$ cat src/rtl/mouse_packet_decoder.sv
// mouse_packet_decoder: frames PS/2 stream bytes into 3-byte packets, validates them,
// integrates the deltas into a clamped cursor and hands out frozen new/old positions.
module mouse_packet_decoder #(
   parameter int SCREEN_W    = 160,
   parameter int SCREEN_H    = 120,
   parameter int X_W         = 8,
   parameter int Y_W         = 7,
   parameter int DELTA_SHIFT = 0,
   parameter int TIMEOUT_CYC = 2000000
) (
   input  logic           iClk,
   input  logic           iResetn,
   input  logic [7:0]     iByte,
   input  logic           iByteValid,
   input  logic           iEnable,
   input  logic           iMoveAck,
   output logic           oBtnL,
   output logic           oBtnR,
   output logic           oMove,
   output logic [X_W-1:0] oNewX,
   output logic [Y_W-1:0] oNewY,
   output logic [X_W-1:0] oOldX,
   output logic [Y_W-1:0] oOldY,
   output logic           oPktErr
);
   localparam int TW = $clog2(TIMEOUT_CYC + 1);
   localparam logic [X_W-1:0] X_MID = X_W'(SCREEN_W / 2);
   localparam logic [Y_W-1:0] Y_MID = Y_W'(SCREEN_H / 2);

   typedef enum logic [1:0] {B0, B1, B2, COMMIT} state_t;

   state_t         state_q, state_d;
   // status keeps only {y_ovf, x_ovf, y_sign, x_sign, btn_r, btn_l}
   logic [5:0]     status_q, status_d;
   logic [7:0]     dx_q, dx_d, dy_q, dy_d;
   logic [TW-1:0]  tmo_q, tmo_d;
   logic [X_W-1:0] cur_x_q, cur_x_d, new_x_q, new_x_d, old_x_q, old_x_d;
   logic [Y_W-1:0] cur_y_q, cur_y_d, new_y_q, new_y_d, old_y_q, old_y_d;
   logic           btn_l_q, btn_l_d, btn_r_q, btn_r_d, err_q, err_d;
   logic           take, ovf;
   logic signed [8:0] dxs, dys;
   logic [11:0]    x_sum, y_sum;
   logic [X_W-1:0] x_clamp;
   logic [Y_W-1:0] y_clamp;

   always_comb begin
      take    = iByteValid && iEnable;
      ovf     = status_q[5] || status_q[4];
      dxs     = $signed({status_q[2], dx_q}) >>> DELTA_SHIFT;
      dys     = $signed({status_q[3], dy_q}) >>> DELTA_SHIFT;
      x_sum   = 12'(cur_x_q) + {{3{dxs[8]}}, dxs};
      // PS/2 reports +Y as up, screen Y grows downward
      y_sum   = 12'(cur_y_q) - {{3{dys[8]}}, dys};
      x_clamp = x_sum[11] ? '0 : (x_sum > 12'(SCREEN_W - 1)) ? X_W'(SCREEN_W - 1) : x_sum[X_W-1:0];
      y_clamp = y_sum[11] ? '0 : (y_sum > 12'(SCREEN_H - 1)) ? Y_W'(SCREEN_H - 1) : y_sum[Y_W-1:0];
   end

   always_comb begin
      state_d  = state_q;
      status_d = status_q;
      dx_d     = dx_q;
      dy_d     = dy_q;
      tmo_d    = '0;
      err_d    = 1'b0;
      cur_x_d  = cur_x_q;
      cur_y_d  = cur_y_q;
      btn_l_d  = btn_l_q;
      btn_r_d  = btn_r_q;
      new_x_d  = iMoveAck ? cur_x_q : new_x_q;
      new_y_d  = iMoveAck ? cur_y_q : new_y_q;
      old_x_d  = iMoveAck ? new_x_q : old_x_q;
      old_y_d  = iMoveAck ? new_y_q : old_y_q;
      unique case (state_q)
         B0: begin
            if (take && iByte != 8'hFA) begin
               if (!iByte[3]) err_d = 1'b1;
               else begin
                  status_d = {iByte[7:4], iByte[1:0]};
                  state_d  = B1;
               end
            end
         end
         B1, B2: begin
            if (!iEnable) state_d = B0;
            else if (take) begin
               dx_d    = (state_q == B1) ? iByte : dx_q;
               dy_d    = (state_q == B2) ? iByte : dy_q;
               state_d = (state_q == B1) ? B2 : COMMIT;
            end else if (tmo_q == TW'(TIMEOUT_CYC - 1)) begin
               state_d = B0;
               err_d   = 1'b1;
            end else tmo_d = tmo_q + 1'b1;
         end
         COMMIT: begin
            state_d = B0;
            err_d   = take || ovf;
            if (!ovf) begin
               cur_x_d = x_clamp;
               cur_y_d = y_clamp;
               btn_l_d = status_q[0];
               btn_r_d = status_q[1];
            end
         end
         default: state_d = B0;
      endcase
   end

   always_ff @(posedge iClk or negedge iResetn) begin
      if (!iResetn) begin
         state_q  <= B0;
         status_q <= '0;
         dx_q     <= '0;
         dy_q     <= '0;
         tmo_q    <= '0;
         cur_x_q  <= X_MID;
         cur_y_q  <= Y_MID;
         new_x_q  <= X_MID;
         new_y_q  <= Y_MID;
         old_x_q  <= X_MID;
         old_y_q  <= Y_MID;
         btn_l_q  <= 1'b0;
         btn_r_q  <= 1'b0;
         err_q    <= 1'b0;
      end else begin
         state_q  <= state_d;
         status_q <= status_d;
         dx_q     <= dx_d;
         dy_q     <= dy_d;
         tmo_q    <= tmo_d;
         cur_x_q  <= cur_x_d;
         cur_y_q  <= cur_y_d;
         new_x_q  <= new_x_d;
         new_y_q  <= new_y_d;
         old_x_q  <= old_x_d;
         old_y_q  <= old_y_d;
         btn_l_q  <= btn_l_d;
         btn_r_q  <= btn_r_d;
         err_q    <= err_d;
      end
   end

   assign oBtnL   = btn_l_q;
   assign oBtnR   = btn_r_q;
   assign oMove   = (cur_x_q != new_x_q) || (cur_y_q != new_y_q);
   assign oNewX   = new_x_q;
   assign oNewY   = new_y_q;
   assign oOldX   = old_x_q;
   assign oOldY   = old_y_q;
   assign oPktErr = err_q;
endmodule

$ cat config.mk
export PLATFORM = sky130hd
export DESIGN_NAME = mouse_packet_decoder
export DESIGN_NICKNAME = d
export VERILOG_FILES = /design/src/rtl/mouse_packet_decoder.sv
export SDC_FILE = /design/constraint.sdc
export NUM_CORES = 1
export LEC_CHECK = 0
export ABC_AREA = 1
export BUFFER_PORTS_ARGS = -buffer_cell sky130_fd_sc_hd__buf_4
export CORE_UTILIZATION = 52
export DETAILED_ROUTE_END_ITERATION = 8
export PLACE_DENSITY_LB_ADDON = 0.05
export SLEW_MARGIN = 25
export SYNTH_ARGS = -nofsm -noshare
export SYNTH_HDL_FRONTEND = slang
export SYNTH_SLANG_ARGS = --single-unit
$ cat constraint.sdc
create_clock -name iClk -period 2.6 [get_ports iClk]
set_input_delay 0 -clock iClk [delete_from_list [all_inputs] [get_ports iClk]]
set_output_delay 0 -clock iClk [all_outputs]
set_load 0.05 [all_outputs]
Word level (Yosys, flattened, before mapping)
Cells that the tools add are included.
{"block": "totals", "ramBits": 0, "mem_bits_ro": 0, "inputBits": 13, "elab_cells": 63, "latch_bits": 0, "memories": 0, "output_inout_bits": 34, "register_bits": 93}
{"block": "classes", "n_reduce_logical": 12, "n_bitwise": 1, "mux": 21, "addsub": 3, "shifts": 0, "div_mod_pow": 0, "eq_ne": 10, "n_lt_le_gt_ge": 2, "multipliers": 0}
{"cell": "2-to-1 mux 21 bit", "n": 4}
{"cell": "adder 21 x 1 -> 21 bit (second input constant)", "n": 1}
{"cell": "== test 21 bit (second input constant)", "n": 1}
{"cell": "2-to-1 mux 8 bit", "n": 2}
{"cell": "2-to-1 mux 7 bit", "n": 2}
{"cell": "greater-than comparator 12 x 7 -> 1 bit (second input constant)", "n": 1}
{"cell": "greater-than comparator 12 x 8 -> 1 bit (second input constant)", "n": 1}
{"cell": "adder 9 x 9 -> 10 bit", "n": 1}
{"cell": "2-to-1 mux 2 bit", "n": 5}
{"cell": "subtractor 8 x 9 -> 10 bit", "n": 1}
{"cell": "inequality test 8 bit", "n": 1}
{"cell": "inequality test 8 bit (second input constant)", "n": 1}
{"cell": "AND reduction 4 bit", "n": 2}
{"cell": "inequality test 7 bit", "n": 1}
{"cell": "2-to-1 mux 1 bit", "n": 6}
{"cell": "one-hot mux 2 bit (3 select lines)", "n": 1}
{"cell": "AND reduction 3 bit", "n": 2}
{"cell": "== test 2 bit (second input constant)", "n": 2}
{"cell": "inequality test 2 bit (second input constant)", "n": 2}
{"cell": "inequality test 4 bit (second input constant)", "n": 1}
{"cell": "logical OR 1 bit", "n": 3}
{"cell": "one-hot mux 1 bit (3 select lines)", "n": 1}
{"cell": "== test 2 x 1 -> 1 bit (second input constant)", "n": 1}
{"cell": "logical AND 1 bit", "n": 2}
{"cell": "other kinds (4)", "n": 4}

Longest topological paths before layout
Gate-level depths: netlist of run 1.
{"block": "depth", "depth_word": 5, "ltp_mapped": 15, "ltp_nobuf": 15}

Worst setup path after synthesis of run 1
No wires, ideal clock.
{"block": "synth_path", "path_kind": "reg2reg", "start": "reg cur_x_q[0]", "end": "reg cur_x_q[0]", "period_less_slack_ns": 1.975, "n_path_buf": 0, "stages_incl_launch_ff": 12, "arrival_ns": 1.858, "required_ns": 2.483, "setup_ns": 0.117, "setup_slack_ns": 0.625, "cell_sequence": "dfrtp_1 > ha_1 > fa_1 > nand3_1 > nand2_1 > a21oi_1 > xor2_1 > nand2_1 > nand2_1 > nand3b_1 > nand2_1 > nand2_1"}
{"block": "synth_via", "elab_chain_cells": 4}
{"item": "start: declaration", "line": "37", "source": "logic [X_W-1:0] cur_x_q, cur_x_d, new_x_q, new_x_d, old_x_q, old_x_d;"}
{"item": "start signal: assignment", "line": "130", "source": "cur_x_q <= cur_x_d;"}
{"item": "adder 9 x 9 -> 10 bit *", "line": "51", "source": "x_sum = 12'(cur_x_q) + {{3{dxs[8]}}, dxs};"}
{"item": "greater-than comparator 12 x 8 -> 1 bit", "line": "54", "source": "x_clamp = x_sum[11] ? '0 : (x_sum > 12'(SCREEN_W - 1)) ? X_W'(SCREEN_W - 1) : x_sum[X_W-1:0];"}
{"item": "2-to-1 mux 8 bit", "line": "54"}
{"item": "2-to-1 mux 8 bit *", "line": "54"}
Every way passes the cells marked *; elsewhere a longest branch is shown, timed or not.
A chain may end at the register's enable or synchronous reset.

Worst setup path in the final report of run 1
{"block": "layout_path", "start": "reg cur_x_q[0]", "end": "reg cur_x_q[3]"}
The elaborated chain is that of the path after synthesis.

==> impl_metrics.py, run 1 <==
metrics = {
    "worst_setup_path": {
        "crit_family": "adder cells",
        "r2r_start": "cur_x_q[0]",
        "path_buf_inv": 0,
        "worstPathArrival_ns": 2.46,
        "start_kind": "register",
        "end_kind": "register",
        "critPathRequiredTime_ns": 2.85,
        "critPathMaxFanout": 5,
        "slowest_stage": "dfrtp_1",
        "critical_path_class": "reg2reg",
        "worstSetupStartpoint": "cur_x_q[0]",
        "crit_path_frequent_cell": "nand2_1",
        "max_stage_delay_ns": 0.44,
        "path_cells": "ha_1 > fa_1 > nand3_1 > nand2_1 > a21oi_1 > xor2_1 > nand2_1 > nand2_1 > nand3_1 > nand2_1 > nand2_1",
    },
    "synth": {
        "yosys_warnings": 0,
        "syn_inst": 616,
        "syn_area_sq_um": 4980,
        "synth.area.top_cells": "dfrtp_1 (38%), nand2_1 (13%), dfstp_2 (9.5%), inv_1 (6.0%), ha_1 (5.3%)",
        "async_reset_ff_share_pct": 100,
        "synth_most_common_cell": "nand2_1",
        "yosysTopAreaCell": "dfrtp_1",
        "synth_flop_cell": "dfrtp_1",
        "yosysUniqueCellTypes": 35,
        "synth_edf_count": 0,
        "synth_nets": 652,
        "synthTopCellsByCount": "nand2_1 (171), inv_1 (79), dfrtp_1 (75)",
        "ys_seq_area_share_pct": 47.2,
        "yosysTopAreaCellShare_pct": 37.7,
        "synth-seq-cells": 93,
        "avgSynthCellArea_sq_um": 8.09,
    },
    "power": {
        "power_frac_clock_pct": 15.2,
        "p_int_mw": 3.74,
        "p_seq_share_pct": 34.0,
        "combPwrFrac_pct": 50.8,
        "swShare_pct": 46.4,
        "p_leak_nw": 2.93,
        "ir_worst_vdd_uv": 523,
        "finalPower_mw": 6.97,
        "p_sw_mw": 3.23,
        "p_per_area_nw_per_um2": 1200,
    },
    "layout": {
        "drive_gt1_share_pct": 14.1,
        "areaGrowthSynthToFinish_pct": 16.8,
        "antenna_cells": 0,
        "final_area_sq_um": 5820,
        "fin_util_pct": 63.0,
        "num-nets-final": 712,
        "final_cells": 810,
    },
    "placed_design": {
        "io_buffers": 46,
        "place_inst": 782,
        "routabilityCongestion": 0.942,
        "dpl.hpwl_um": 7890,
        "place_area_sq_um": 5480,
    },
    "hold_path": {
        "hp-class": "in2reg",
        "worstHoldStart": "iMoveAck",
    },
    "sta": {
        "fmax_mhz": 454,
        "rsz0062_at_grt": "false",
        "finalHoldViolations": 0,
        "fin_crit_ns": 2.20,
        "relSlewSlack_pct": 62.5,
        "finClkSkew_ns": 0.0150,
        "tns_ns": 0,
        "fin_crit_sh_pct": 84.7,
        "slew_violations": 0,
        "max_slew.worst_pin.slew_ns": 0.562,
        "setup_viol": 0,
    },
    "global_route": {
        "grt_use_total_pct": 23.1,
        "grt_pass1_wl_um": 18200,
        "antenna_found_initial": 0,
        "grt_max_degree": 60,
        "grt_overflow_total": 0,
        "grt_pass1_vias": 4025,
    },
    "clock_network": {
        "htreeDepth": 3,
        "clock_latency_ns": 0.36,
        "ctsResizeCount": 0,
        "cts.sinks": 93,
        "cts_tree": "yes",
        "clockBufferDepth": 2,
        "cts.clk_slew.worst_paths_ns": 0.10,
        "cts_root_buf": "clkbuf_8",
        "cts_buffers": 9,
    },
    "floorplan": {
        "die_h_um": 99.9,
        "die_area_sq_um": 9970,
        "io_pins": 47,
        "num_rows": 35,
        "core_sq_um": 9240,
        "initial_core_util_pct": 53.9,
        "die_x_um": 99.9,
    },
    "drt": {
        "drc_errors": 0,
        "via_count": 4117,
        "antenna_left": 0,
        "drtPass1Iterations": 4,
        "dr.first_iter.drc_count": 229,
        "viasPerCell": 5.08,
        "wl_per_cell_um": 12.9,
        "drt_wl_total_um": 10500,
    },
    "run_status": {
        "status": "completed",
    },
    "run": {
        "maxCapViolCount": 0,
    },
}
[cells in the final DEF (no fill, tap or decap), types with 2 or more instances in the layout]
cell type        n
a21oi_1         29
a31oi_1          4
buf_4           48
bufinv_16        2
clkbuf_8         9
clkinv_4         2
dfrtp_1         75
dfstp_2         18
dlygate4sd3_1   12
fa_1             2
ha_1            21
inv_1           79
nand2_1        171
nand2_2          2
nand3_1         24
nand3b_1         4
nand4_1         17
nand4_2          2
nor2_1          52
nor2_2           3
nor2_4           2
nor3_1           7
nor3_4           2
nor4_1           9
o21ai_0         44
o21ai_1          3
o21bai_1         2
xnor2_1          6
xor2_1          18
[per-stage QoR]
stage                     setup slack [ns]  hold WS [ns]
after detailed placement             0.431        0.0344
after global routing                 0.102         0.130
after global placement               0.501        0.0334
final                                0.398         0.103
after CTS                            0.392        0.0864
after floorplan                      0.625        -0.296
[cells by family (layout without fill, tap and decap cells)]
kind of cell,after synthesis,in the layout,synth area share [%]
XOR/XNOR,24,24,4.22
AO/OA/AOI/OAI,85,85,8.92
AND/OR/NAND/NOR,298,298,26.4
adder cells (fa/ha/maj),23,23,6.08
flip-flops,93,93,47.2
multiplexers,1,1,0.226
buffers and inverters,92,157,6.96
[path summary, 6_finish.rpt]
check,depth (start not counted),slack (ns),endpoint
max in group asynchronous,3,1.72,oNewX[4]
min,3,0.10,oOldY[2]
max,11,0.40,cur_x_q[3]
min reg2reg,1,0.46,tmo_q[0]
max reg2reg,11,0.40,cur_x_q[3]
min in group asynchronous,2,0.17,dy_q[4]
[state kept, by name, indices dropped and copies added (netlist names)]
name,count
cur_x_q,8
tmo_q,21
cur_y_q,7
status_q,6
oPktErr,1
oNewY,7
dx_q,8
oOldX,8
oOldY,7
oBtnR,1
oBtnL,1
oNewX,8
state_q,2
dy_q,8
[worst register-to-register path: cells and delay by family (launching register included)]
| family | cells | cell delay, ns |
|---|---|---|
| fa+ha+maj | 2 | 0.64 |
| simple gates | 7 | 0.63 |
| xor+xnor | 1 | 0.21 |
| flops | 1 | 0.44 |
| compound gates | 1 | 0.17 |
[area by class of cell]
class	count	area [sq um]
multi-input cells	431	2280
repair buffers	61	500
inverters	80	300
well taps	129	161
flip-flops and latches	93	2350
clock buffers	9	124
fillers	807	3420
clock inverters	7	98.8
[power by group through the flow]
stage          registers [mW]  logic, mW  clock network [mW]
2_1_floorplan            2.86       2.13                   0
3_3_place_gp             2.39       3.44                   0
3_5_place_dp             2.41       3.51                   0
4_1_cts                  2.38       3.54                1.09
5_1_grt                  2.44       4.02                1.14
6_report                 2.37       3.54                1.06
[what timing repair did]
action	CTS	global route
setup endpoints to repair	0	0
hold buffers	12	0
buffers inserted	0	0
endpoints found under the hold margin	63	0
[metal layers]
metal | global-route usage (%) | routed length, um
met5 | 0 | 0
met1 | 28.8 | 4720
met2 | 40.2 | 5180
met4 | 9.73 | 248
met3 | 3.41 | 297
(Power assumes the default switching activity.)
==> run 2: changes to the inputs <==
==> constraint.sdc (replaced) <==
create_clock -name iClk -period 2 [get_ports iClk]
set_input_delay 0 -clock iClk [delete_from_list [all_inputs] [get_ports iClk]]
set_output_delay 0 -clock iClk [all_outputs]
set_load 0.05 [all_outputs]
==> run 2 against run 1 <==
Against the previous run: cell count rose by 4.6%; critical endpoint is now cur_x_q[1]; power grew 45%; sequential power increased by 27%; global-route usage rose by 1.6 points; largest cell class is now multi-input gates; combinational power rose by 61%; sequential share of layout area decreased by 2.6 points; critical path type unchanged; clock skew down 0.0034 ns; first-iteration DRC count down 23%.
==> impl_metrics.py, run 2 (synthesis results as in run 1) <==
metrics = {
    "worst_setup_path": {
        "critical_path_class": "reg2reg",
        "critPathMaxFanout": 5,
        "r2r_cells": 11,
        "max_stage_delay_ns": 0.39,
        "r2r_end": "cur_x_q[1]",
        "worstPathArrival_ns": 2.20,
        "end_kind": "register",
        "crit_end": "cur_x_q[1]",
        "start_kind": "register",
        "worstSetupStartpoint": "cur_x_q[0]",
        "crit_path_frequent_cell": "nand2_1",
        "slowest_stage": "dfrtp_1",
        "r2r_start": "cur_x_q[0]",
        "path_cells": "ha_2 > fa_2 > nand3_2 > nand2_2 > a21oi_2 > xor2_1 > nand2_1 > nand2_2 > nand3b_1 > nand2_1 > nand2_1",
        "reg2reg_slack_ns": 0.06,
        "critPathRequiredTime_ns": 2.25,
    },
    "global_route": {
        "antenna_found_initial": 0,
        "grt_max_degree": 60,
        "use_met3_pct": 3.69,
        "busiest_layer": "met2",
        "grt_use_met1_pct": 30.2,
        "grt_pass1_wl_um": 19300,
        "grt_pass1_vias": 4259,
        "met2_usage_pct": 43.7,
        "grt_overflow_total": 0,
        "grt_use_total_pct": 24.6,
    },
    "sta": {
        "max_slew.worst_pin.slew_ns": 0.535,
        "fin_crit_ns": 1.94,
        "relSlewSlack_pct": 64.4,
        "setup_viol": 0,
        "fmax_mhz": 515,
        "finalHoldViolations": 0,
        "slew_violations": 0,
        "rsz0062_at_grt": "true",
        "fin_crit_sh_pct": 97.1,
        "finClkSkew_ns": 0.0116,
        "tns_ns": 0,
    },
    "floorplan": {
        "die_h_um": 99.9,
        "initial_core_util_pct": 53.9,
        "die_area_sq_um": 9970,
        "die_x_um": 99.9,
        "io_pins": 47,
        "core_sq_um": 9240,
        "num_rows": 35,
    },
    "layout": {
        "fin_util_pct": 67.4,
        "largest_reg_flops": 21,
        "areaGrowthSynthToFinish_pct": 25.0,
        "final_common_cell": "nand2_1",
        "drive_gt1_share_pct": 22.6,
        "antenna_cells": 0,
        "final_area_sq_um": 6230,
        "top_register": "tmo_q",
        "num-nets-final": 749,
        "final_cell_mix": "nand2_1 (164), buf_4 (85), inv_1 (75), dfrtp_1 (75), nor2_1 (51)",
        "final_cells": 847,
    },
    "placed_design": {
        "routabilityCongestion": 0.843,
        "io_buffers": 46,
        "place_inst": 807,
        "dpl.hpwl_um": 8070,
        "place_area_sq_um": 5660,
    },
    "run_status": {
        "status": "completed",
    },
    "clock_network": {
        "cts_buffers": 9,
        "clockBufferDepth": 2,
        "cts.sinks": 93,
        "htreeDepth": 3,
        "cts_root_buf": "clkbuf_8",
        "cts.clk_slew.worst_paths_ns": 0.10,
        "cts_tree": "yes",
        "clock_latency_ns": 0.35,
    },
    "power": {
        "swShare_pct": 44.9,
        "p_seq_share_pct": 29.9,
        "power_frac_clock_pct": 13.5,
        "p_leak_nw": 3.11,
        "ir_worst_vdd_uv": 564,
        "p_sw_mw": 4.53,
        "p_per_area_nw_per_um2": 1620,
        "finalPower_mw": 10.1,
        "combPwrFrac_pct": 56.6,
        "p_int_mw": 5.56,
    },
    "drt": {
        "drt_wl_total_um": 11200,
        "drtPass1Iterations": 4,
        "antenna_left": 0,
        "via_count": 4267,
        "wl_per_cell_um": 13.2,
        "drc_errors": 0,
        "viasPerCell": 5.04,
        "dr.first_iter.drc_count": 177,
    },
    "run": {
        "maxCapViolCount": 0,
    },
    "hold_path": {
        "hp-class": "in2reg",
    },
}
run 2: worst min path at each step:
stage	startpoint	endpoint	cells after the start
CTS	iMoveAck	oNewX[4]	3
global route	iMoveAck	oNewY[4]	3
detailed placement	iResetn	dx_q[6]	1
finish	iMoveAck	oNewX[4]	3
global placement	iResetn	dx_q[6]	1
floorplan	iResetn	cur_x_q[0]	0
run 2: routing by layer:
metal  vias to the layer above  wire length [um]
met5                         -                 0
met4                         0               269
met3                        20               325
met2                        63              5720
met1                      2003              4870
li1                       2181                 -
run 2: power groups by stage:
stage / registers, mW / clock network [mW] / logic, mW
floorplan: 3.71 / 0 / 2.77
global placement: 3.00 / 0 / 4.94
detailed placement: 3.02 / 0 / 5.01
CTS: 2.99 / 1.39 / 5.37
global route: 3.09 / 1.47 / 6.44
finish: 3.01 / 1.36 / 5.71
run 2: cell type report:
type	instances	area (sq um)
Clock buffer	10	128
Clock inverter	6	87.6
Fill cell	778	3010
Inverter	80	300
Multi-Input combinational cell	431	2420
Sequential cell	93	2350
Tap cell	129	161
Timing Repair Buffer	98	778
run 2: stage by stage:
step / hold slack, ns / worst slack [ns]
floorplan: -0.296 / 0.0247
global placement: 0.0107 / -0.0250
detailed placement: 0.0157 / -0.123
CTS: 0.0893 / 0.00240
global route: 0.130 / -0.130
finish: 0.105 / 0.0586
run 2: what timing repair did:
item | 4_1_cts | 5_1_grt
pin swaps | 10 | 18
gates resized for setup | 14 | 19
buffers inserted | 7 | 6
endpoints found under the hold margin | 61 | 0
hold buffers | 12 | 0
setup endpoints to repair | 13 | 15
run 2: critical path, delay by kind of cell (launching register included):
family,cells,cell delay [ns]
and+or+nand+nor,7,0.58
adders and majority gates,2,0.54
DFF,1,0.39
xor gates and xnor gates,1,0.20
AOI/OAI and AO/OA,1,0.14
==> run 3: changes to the inputs <==
--- a/config.mk
+++ b/config.mk
@@ -6,9 +6,9 @@
 export NUM_CORES = 1
 export LEC_CHECK = 0
 export ABC_AREA = 1
-export BUFFER_PORTS_ARGS = -buffer_cell sky130_fd_sc_hd__buf_4
 export CORE_UTILIZATION = 52
 export DETAILED_ROUTE_END_ITERATION = 8
+export DONT_BUFFER_PORTS = 1
 export PLACE_DENSITY_LB_ADDON = 0.05
 export SLEW_MARGIN = 25
 export SYNTH_ARGS = -nofsm -noshare
==> run 3 against run 2 <==
Against the previous run: the run now ends with hold timing, setup timing left; via count shrank 3.7%; setup slack worse by 0.066 ns; register-to-register slack lost 0.07 ns; wire length decreased by 2.5%; die area unchanged; cell count is 5.0% lower; highest routed layer unchanged; largest cell class unchanged; sequential share of layout area is 1.8 points higher; worst hold slack got worse by 0.79 ns; clock skew is 0.0031 ns higher; first-iteration DRC count up 31%; fmax is 3.3% lower.
==> impl_metrics.py, run 3 (synthesis results as in run 1) <==
metrics = {
    "worst_setup_path": {
        "critical_path_class": "reg2reg",
        "crit_path_frequent_cell": "nand2_1",
        "reg2reg_slack_ns": -0.008,
        "worstPathArrival_ns": 2.26,
        "path_buf_inv": 0,
        "critPathRequiredTime_ns": 2.26,
        "path_cells": "ha_2 > fa_2 > nand3_2 > nand2_2 > a21oi_2 > xor2_1 > nand2_1 > nand2_2 > nand3b_1 > nand2_1 > nand2_1",
        "crit_family": "simple AND/OR/NAND/NOR gates",
        "r2r_start": "dx_q[0]",
        "crit_cells": 11,
        "r2r_end": "cur_x_q[0]",
        "slowest_stage": "dfrtp_1",
        "r2r_cells": 11,
        "start_kind": "register",
        "max_stage_delay_ns": 0.39,
        "end_kind": "register",
        "critPathMaxFanout": 5,
        "worstSetupStartpoint": "dx_q[0]",
    },
    "global_route": {
        "antenna_found_initial": 0,
        "grt_max_degree": 94,
        "grt_pass1_vias": 4124,
        "grt_overflow_total": 0,
        "grt_use_total_pct": 23.3,
        "grt_pass1_wl_um": 18200,
    },
    "sta": {
        "slew_violations": 0,
        "holdWs_ns": -0.684,
        "fin_ws_ns": -0.00774,
        "fmax_mhz": 498,
        "relSlewSlack_pct": 63.1,
        "rsz0062_at_grt": "true",
        "setup_viol": 3,
        "fin_crit_ns": 2.01,
        "finalHoldViolations": 93,
        "fin_crit_sh_pct": 100,
        "max_slew.worst_pin.slew_ns": 0.553,
        "tns_ns": -0.0148,
        "finClkSkew_ns": 0.0147,
    },
    "power": {
        "p_per_area_nw_per_um2": 1640,
        "ir_worst_vdd_uv": 590,
        "p_leak_nw": 2.89,
    },
    "clock_network": {
        "cts.clk_slew.worst_paths_ns": 0.11,
        "clockBufferDepth": 2,
        "htreeDepth": 3,
        "cts_tree": "yes",
        "cts.sinks": 93,
        "cts_root_buf": "clkbuf_8",
        "clock_latency_ns": 0.37,
        "cts_hold_buf": 14,
        "cts_buffers": 9,
    },
    "layout": {
        "num-nets-final": 707,
        "final_common_cell": "nand2_1",
        "largest_reg_flops": 21,
        "top_register": "tmo_q",
        "final_cell_mix": "nand2_1 (163), inv_1 (74), dfrtp_1 (73), nor2_1 (50)",
        "fillers": 800,
        "drive_gt1_share_pct": 19.2,
        "antenna_cells": 0,
        "areaGrowthSynthToFinish_pct": 19.4,
        "fin_util_pct": 64.3,
    },
    "drt": {
        "viasPerCell": 5.10,
        "antenna_left": 0,
        "dr.first_iter.drc_count": 232,
        "drt_wl_total_um": 10900,
        "drtPass1Iterations": 4,
        "drc_errors": 0,
        "via_count": 4107,
        "wl_per_cell_um": 13.5,
    },
    "floorplan": {
        "io_pins": 47,
        "die_h_um": 99.9,
        "die_area_sq_um": 9970,
        "initial_core_util_pct": 53.9,
        "num_rows": 35,
        "core_sq_um": 9240,
        "die_x_um": 99.9,
    },
    "run_status": {
        "status": "finished, violations left",
        "failed_checks": "hold timing, setup timing",
    },
    "run": {
        "maxCapViolCount": 0,
    },
    "placed_design": {
        "dpl.hpwl_um": 7700,
        "io_buffers": 0,
        "routabilityCongestion": 0.890,
    },
    "hold_path": {
        "hp-class": "in2async",
    },
}
## run 3: metal layers
metal | track usage, % | up-vias | wire [um]
li1 | - | 2102 | -
met1 | 28.3 | 1935 | 4770
met2 | 40.4 | 54 | 5590
met3 | 3.34 | 16 | 290
met4 | 11.9 | 0 | 244
met5 | 0 | - | 0
## run 3: power breakdown
| part | internal [mW] | switching [mW] |
|---|---|---|
| Sequential | 2.54 | 1.05 |
| Clock | 0.484 | 0.734 |
| Combinational | 2.14 | 2.81 |
## run 3: per-stage QoR
step | hold slack (ns) | cell area, sq um | instances | power [mW] | worst slack [ns]
floorplan | -0.296 | 4980 | 616 | 6.48 | 0.0247
global placement | -0.292 | 5340 | 766 | 7.61 | -0.00686
detailed placement | -0.292 | 5340 | 766 | 7.69 | -0.0753
CTS | -0.705 | 5770 | 798 | 9.25 | -0.0221
global route | -0.713 | 5950 | 805 | 10.6 | -0.150
finish | -0.684 | 5950 | 805 | 9.76 | -0.00774
## run 3: final cells by class
class	instances	area (sq um)	area share, %
clock buffer	9	124	2.08
clock inverter	7	66.3	1.12
inverter	80	300	5.05
multi-input combinational	431	2480	41.6
sequential	93	2350	39.6
tap	129	161	2.71
timing repair buffer	56	465	7.83
## run 3: worst reg2reg max path: stages (launching register included)
cell and delay, ns:
dfrtp_1 0.39, ha_2 0.20, fa_2 0.36, nand3_2 0.08, nand2_2 0.08, a21oi_2 0.15, xor2_1 0.21, nand2_1 0.13
nand2_2 0.13, nand3b_1 0.08, nand2_1 0.06, nand2_1 0.05
## run 3: worst max path at each step
stage / endpoint / slack (ns)
after floorplan: cur_x_q[0] / 0.02
after global placement: cur_y_q[6] / -0.007
after detailed placement: cur_y_q[3] / -0.08
after CTS: cur_y_q[6] / -0.02
after global routing: cur_x_q[0] / -0.15
final: cur_x_q[0] / -0.008
## run 3: timing repair
action                                  CTS  global route
resized for setup                        18            29
pin swaps                                11            22
endpoints found under the hold margin   149            93
endpoints found under the setup margin   12            14
setup buffers                             2             8
